==> config.mk <==
export PLATFORM = sky130hd
export DESIGN_NAME = dds_sweep_ctrl
export DESIGN_NICKNAME = d
export VERILOG_FILES = /design/src/rtl/dds_sweep_ctrl.sv
export SDC_FILE = /design/constraint.sdc
export NUM_CORES = 1
export LEC_CHECK = 0
export ABC_AREA = 0
export CAP_MARGIN = 20
export CORE_MARGIN = 8
export CORE_UTILIZATION = 39
export CTS_CLUSTER_DIAMETER = 40
export CTS_CLUSTER_SIZE = 10
export DETAILED_ROUTE_END_ITERATION = 8
export GPL_TIMING_DRIVEN = 0
export PLACE_DENSITY = 0.66
export RECOVER_POWER = 25
export SLEW_MARGIN = 25
export SYNTH_ARGS = -nofsm -noshare
export SYNTH_HDL_FRONTEND = slang
export SYNTH_SLANG_ARGS = --single-unit
==> constraint.sdc <==
create_clock -name clk -period 4.4 [get_ports clk]
set_input_delay 0.88 -clock clk [delete_from_list [all_inputs] [get_ports clk]]
set_output_delay 0.88 -clock clk [all_outputs]
set_load 0.005 [all_outputs]
==> src/rtl/dds_sweep_ctrl.sv <==
// dds_sweep_ctrl: frequency-sweep scheduler for a dds core.
// Steps the tuning word from f_start to f_stop in f_step increments.
// Each frequency is held for a programmable dwell of dds_ce cycles.
// The dds is phase-reset once at the start of each sweep.
// Every output is a register loaded from the next-state logic.
module dds_sweep_ctrl #(
    parameter int TW = 10,
    parameter int PW = 15,
    parameter int CW = 16
) (
    input  logic          clk,
    input  logic          rst_n,
    input  logic          start,
    input  logic          abort,
    input  logic          repeat_en,
    input  logic [TW-1:0] f_start,
    input  logic [TW-1:0] f_stop,
    input  logic [TW-1:0] f_step,
    input  logic [CW-1:0] dwell,
    input  logic [PW-1:0] phase0,
    output logic          dds_rst,
    output logic          dds_ce,
    output logic [TW-1:0] tuning_word,
    output logic [PW-1:0] start_phase,
    output logic          busy,
    output logic          step_strobe,
    output logic          done,
    output logic          cfg_err
);

    typedef enum logic [1:0] {
        ST_IDLE = 2'd0,
        ST_LOAD = 2'd1,
        ST_RUN  = 2'd2,
        ST_DONE = 2'd3
    } state_t;

    state_t        state_reg, state_next;

    logic          dds_rst_reg, dds_rst_next;
    logic          dds_ce_reg, dds_ce_next;
    logic [TW-1:0] tw_reg, tw_next;
    logic [PW-1:0] phase_reg, phase_next;
    logic          busy_reg, busy_next;
    logic          strobe_reg, strobe_next;
    logic          done_reg, done_next;
    logic          err_reg, err_next;
    logic [CW-1:0] cnt_reg, cnt_next;

    // Sweep configuration captured when a start is accepted
    logic [TW-1:0] fstart_reg, fstart_next;
    logic [TW-1:0] fstop_reg, fstop_next;
    logic [TW-1:0] fstep_reg, fstep_next;
    logic [CW-1:0] dwell_last_reg, dwell_last_next;
    logic          repeat_reg, repeat_next;
    logic          up_reg, up_next;

    // Next-frequency arithmetic helpers
    logic [TW:0]   sum_wide;
    logic [TW-1:0] diff_down;
    logic [TW-1:0] tw_up;
    logic [TW-1:0] tw_down;
    logic [TW-1:0] tw_step;
    logic          dwell_expired;
    logic          bad_cfg;

    // Candidate next tuning word; the sum carries one extra bit so an overshoot past the top of the range still clamps
    always_comb begin
        sum_wide  = {1'b0, tw_reg} + {1'b0, fstep_reg};
        diff_down = tw_reg - fstop_reg;
        tw_up     = (sum_wide >= {1'b0, fstop_reg}) ? fstop_reg : sum_wide[TW-1:0];
        tw_down   = (diff_down <= fstep_reg) ? fstop_reg : (tw_reg - fstep_reg);
        tw_step   = up_reg ? tw_up : tw_down;
        dwell_expired = (cnt_reg == dwell_last_reg);
        bad_cfg   = (f_step == '0) && (f_start != f_stop);
    end

    // Next-state and registered-output logic; every output defaults to its idle value
    always_comb begin
        state_next      = state_reg;
        dds_rst_next    = 1'b0;
        dds_ce_next     = 1'b0;
        tw_next         = tw_reg;
        phase_next      = phase_reg;
        busy_next       = 1'b0;
        strobe_next     = 1'b0;
        done_next       = 1'b0;
        err_next        = 1'b0;
        cnt_next        = cnt_reg;
        fstart_next     = fstart_reg;
        fstop_next      = fstop_reg;
        fstep_next      = fstep_reg;
        dwell_last_next = dwell_last_reg;
        repeat_next     = repeat_reg;
        up_next         = up_reg;

        case (state_reg)
            ST_IDLE: begin
                if (start) begin
                    if (bad_cfg) begin
                        err_next = 1'b1;
                    end else begin
                        fstart_next     = f_start;
                        fstop_next      = f_stop;
                        fstep_next      = f_step;
                        // A dwell of zero behaves as a dwell of one
                        dwell_last_next = (dwell == '0) ? '0 : (dwell - 1'b1);
                        repeat_next     = repeat_en;
                        up_next         = (f_stop >= f_start);
                        phase_next      = phase0;
                        tw_next         = f_start;
                        dds_rst_next    = 1'b1;
                        busy_next       = 1'b1;
                        state_next      = ST_LOAD;
                    end
                end
            end

            ST_LOAD: begin
                if (abort) begin
                    state_next = ST_IDLE;
                end else begin
                    cnt_next    = '0;
                    dds_ce_next = 1'b1;
                    busy_next   = 1'b1;
                    state_next  = ST_RUN;
                end
            end

            ST_RUN: begin
                if (abort) begin
                    // Abort wins over a dwell expiry in the same cycle
                    state_next = ST_IDLE;
                end else if (dwell_expired) begin
                    cnt_next = '0;
                    if (tw_reg == fstop_reg) begin
                        if (repeat_reg) begin
                            // Wrap to the start frequency without a phase reset
                            tw_next     = fstart_reg;
                            strobe_next = 1'b1;
                            dds_ce_next = 1'b1;
                            busy_next   = 1'b1;
                        end else begin
                            done_next  = 1'b1;
                            state_next = ST_DONE;
                        end
                    end else begin
                        tw_next     = tw_step;
                        strobe_next = 1'b1;
                        dds_ce_next = 1'b1;
                        busy_next   = 1'b1;
                    end
                end else begin
                    cnt_next    = cnt_reg + 1'b1;
                    dds_ce_next = 1'b1;
                    busy_next   = 1'b1;
                end
            end

            ST_DONE: begin
                state_next = ST_IDLE;
            end

            default: begin
                state_next = ST_IDLE;
            end
        endcase
    end

    // State, output and configuration registers with synchronous active-low reset
    always_ff @(posedge clk) begin
        if (!rst_n) begin
            state_reg      <= ST_IDLE;
            dds_rst_reg    <= 1'b1;
            dds_ce_reg     <= 1'b0;
            tw_reg         <= '0;
            phase_reg      <= '0;
            busy_reg       <= 1'b0;
            strobe_reg     <= 1'b0;
            done_reg       <= 1'b0;
            err_reg        <= 1'b0;
            cnt_reg        <= '0;
            fstart_reg     <= '0;
            fstop_reg      <= '0;
            fstep_reg      <= '0;
            dwell_last_reg <= '0;
            repeat_reg     <= 1'b0;
            up_reg         <= 1'b1;
        end else begin
            state_reg      <= state_next;
            dds_rst_reg    <= dds_rst_next;
            dds_ce_reg     <= dds_ce_next;
            tw_reg         <= tw_next;
            phase_reg      <= phase_next;
            busy_reg       <= busy_next;
            strobe_reg     <= strobe_next;
            done_reg       <= done_next;
            err_reg        <= err_next;
            cnt_reg        <= cnt_next;
            fstart_reg     <= fstart_next;
            fstop_reg      <= fstop_next;
            fstep_reg      <= fstep_next;
            dwell_last_reg <= dwell_last_next;
            repeat_reg     <= repeat_next;
            up_reg         <= up_next;
        end
    end

    assign dds_rst     = dds_rst_reg;
    assign dds_ce      = dds_ce_reg;
    assign tuning_word = tw_reg;
    assign start_phase = phase_reg;
    assign busy        = busy_reg;
    assign step_strobe = strobe_reg;
    assign done        = done_reg;
    assign cfg_err     = err_reg;

endmodule

==> flow_metrics.tcl <==
set metrics [dict create \
    status "finished, final reports clean" \
    arrival_ps 4420 \
    layout.nets 1072 \
    nFillCells 1671 \
    period_needed_ps 4199 \
    tns_ps 0 \
    synth_area_sq_um 6502 \
    synth_top_area_share_pct 29.86 \
    final_cells 1163 \
    rows 47 \
    ios 97 \
    track_usage_pct 18.29 \
    setup_violations 0 \
    skew_ps 13.30 \
    max_cap_viol_count 0 \
    yosysUniqueCellTypes 69 \
    antenna_found_initial 0 \
    postRouteAntennaNets 0 \
    worstMarginPinSlew_ps 935.9 \
    die_width_um 145.1 \
    yosysWarnings 0 \
    slew_headroom_pct 37.03 \
    seqCellArea_sq_um 1942 \
    cts.sinks 97 \
    area_delta_synth_final_pct 23.32 \
    gr-total-overflow 0 \
    drive_gt1_share_pct 3.924 \
    clkTransAtPathRegs_ps 70 \
    synth_top_area_cell "dfxtp_1" \
    max_freq_mhz 238.2 \
    layout_common_cells "nand2_1 (135), dfxtp_1 (97), a21oi_1 (80), clkdlybuf4s50_1 (67), ha_1 (64)" \
    finalCritPeriodShare_pct 95.42 \
    drtIter0Drc 276 \
    grt_pass1_vias 6129 \
    coreArea_sq_um 16470 \
    io_buffers 96 \
    cts_tree "done" \
    synth_seq_cells 97 \
    slew_violations 0 \
    grt_max_degree 15 \
    synth_top_flop_cell "dfxtp_1" \
    dp.cells 1149 \
    syn_avg_cell_area_sq_um 7.806 \
    synth-edff-count 0 \
    required_ps 4620 \
    layout_commonest_cell "nand2_1" \
    cts_max_path_buffers 2 \
    start_util_pct 39.49 \
    crit_path_start_kind "register" \
    min_from "start_phase[11]" \
    worstSetupEndpointType "register" \
    async_flop_share_pct 0 \
    cts_setup_buffers 0 \
    drtPass1Iterations 5 \
    seq_area_frac_synth_pct 29.86 \
    syn-num-nets 966 \
    chipHeight_um 145.1 \
    cts_buffers 9 \
    crit_fanout 10 \
    cts_max_level 3 \
    die_area_sq_um 21060 \
    ir_drop_mv 0.1464 \
    grt_pass1_wl_mm 31.36 \
    rsz0062_at_grt "no" \
    clock_latency_ps 350 \
    leakagePower_nw 3.233 \
    crit_path_start "tuning_word[1]" \
    place_congestion 0.8621 \
    n_antenna_cell 0 \
    hold_class "reg2reg" \
    worst-setup-path-type "reg2reg" \
    p_per_area_nw_per_um2 352.9 \
    vias_per_cell 5.287 \
    hold_viol_final 0 \
    multi_input_comb_area_sq_um 4179 \
    cts-hold-fix-buffers 0 \
    routedWlPerCell_um 16.72 \
    drt_wl_total_mm 19.44 \
    synth_area_leaders "dfxtp_1 (30%), ha_1 (12%), nand2_1 (7.8%), a21oi_1 (6.2%), xnor2_1 (5.3%)" \
    drc 0 \
    root_buffer "clkbuf_16" \
    hpwl_mm 15.71 \
    dr_total_vias 6149 \
    r2r-start "tuning_word[1]" \
    syn_inst 833 \
]
cell families after synthesis:
group | share of synthesized area [%]
AND/OR/NAND/NOR | 21.26
XOR/XNOR | 7.004
AO/OA/AOI/OAI | 21.11
buffers and inverters | 6.061
flip-flops | 29.86
multiplexers | 1.462
adder cells (fa/ha/maj) | 13.24
final cells by class:
class,instances,area share (%)
inverters,60,2.809
clock buffers,11,2.902
clock inverters,4,0.5617
plain buffers,35,1.982
repair buffers,96,11.98
flip-flops and latches,97,24.22
multi-input cells,640,52.11
well taps,220,3.433
power breakdown:
| group | total [mW] | switching [mW] | internal, mW |
|---|---|---|---|
| logic | 1.06 | 0.593 | 0.468 |
| clock network | 0.774 | 0.338 | 0.435 |
| registers | 0.995 | 0.0572 | 0.938 |
worst max-delay path, cell delays in order, from the launching register on:
cell and delay, ps:
dfxtp_1 550, inv_1 180, fa_1 490, nor2_1 180
o311a_1 180, o21ai_1 120, and2_1 230, xnor2_1 160
ha_1 270, and4_1 200, a221o_1 350, a41o_2 340
buf_6 160, o211a_1 200, a211oi_1 320, o22ai_1 130
per-layer routing:
layer  share of wire (%)  track usage, %  vias to the layer above
met3                 3.8           3.327                       33
li1                    -               -                     3151
met5                   0               0                        -
met1                  44           20.78                     2832
met4                 2.7           6.923                        0
met2                  50           33.32                      133
repair_timing:
action	in CTS	in global routing
endpoints found under the setup margin	1	9
hold endpoints to repair	0	0
gates resized for setup	1	3
pin swaps	0	0
through the flow:
step,power (mW),worst slack [ps],instance area (sq um),hold WS (ps),util [%]
floorplan,1.720,775.9,6502,431.9,-
CTS,2.848,85.50,8018,453.8,48.69
finish,2.830,201.5,8019,450.4,48.70
global route,3.014,7.304,8019,467.6,48.70
global placement,2.062,-5.810,7739,437.5,47.00
detailed placement,2.072,-17.16,7739,444.7,47.00
path summary, 6_finish.rpt:
path	endpoint	slack, ps	cells after the start
min reg2reg	start_phase[11]	450	2
max reg2reg	tuning_word[7]	200	15
max	tuning_word[7]	200	15
min	start_phase[11]	450	2
synth_stat cells (7+ instances only):
| library cell | n |
|---|---|
| nand4_1 | 11 |
| o21ai_1 | 24 |
| o211ai_1 | 7 |
| ha_1 | 64 |
| nand2b_1 | 9 |
| nand3_1 | 14 |
| nor2_1 | 48 |
| xnor2_1 | 39 |
| or3_1 | 10 |
| nor2b_1 | 9 |
| a21oi_1 | 80 |
| nand2_1 | 135 |
| xor2_1 | 13 |
| dfxtp_1 | 97 |
| and3_1 | 9 |
| a21o_1 | 9 |
| clkbuf_1 | 25 |
| nor4_1 | 11 |
| inv_1 | 55 |
| nor3_1 | 15 |
| o21ai_0 | 30 |
| mux2i_1 | 8 |
| a211oi_1 | 9 |
Power figures use the tool's default switching activity.
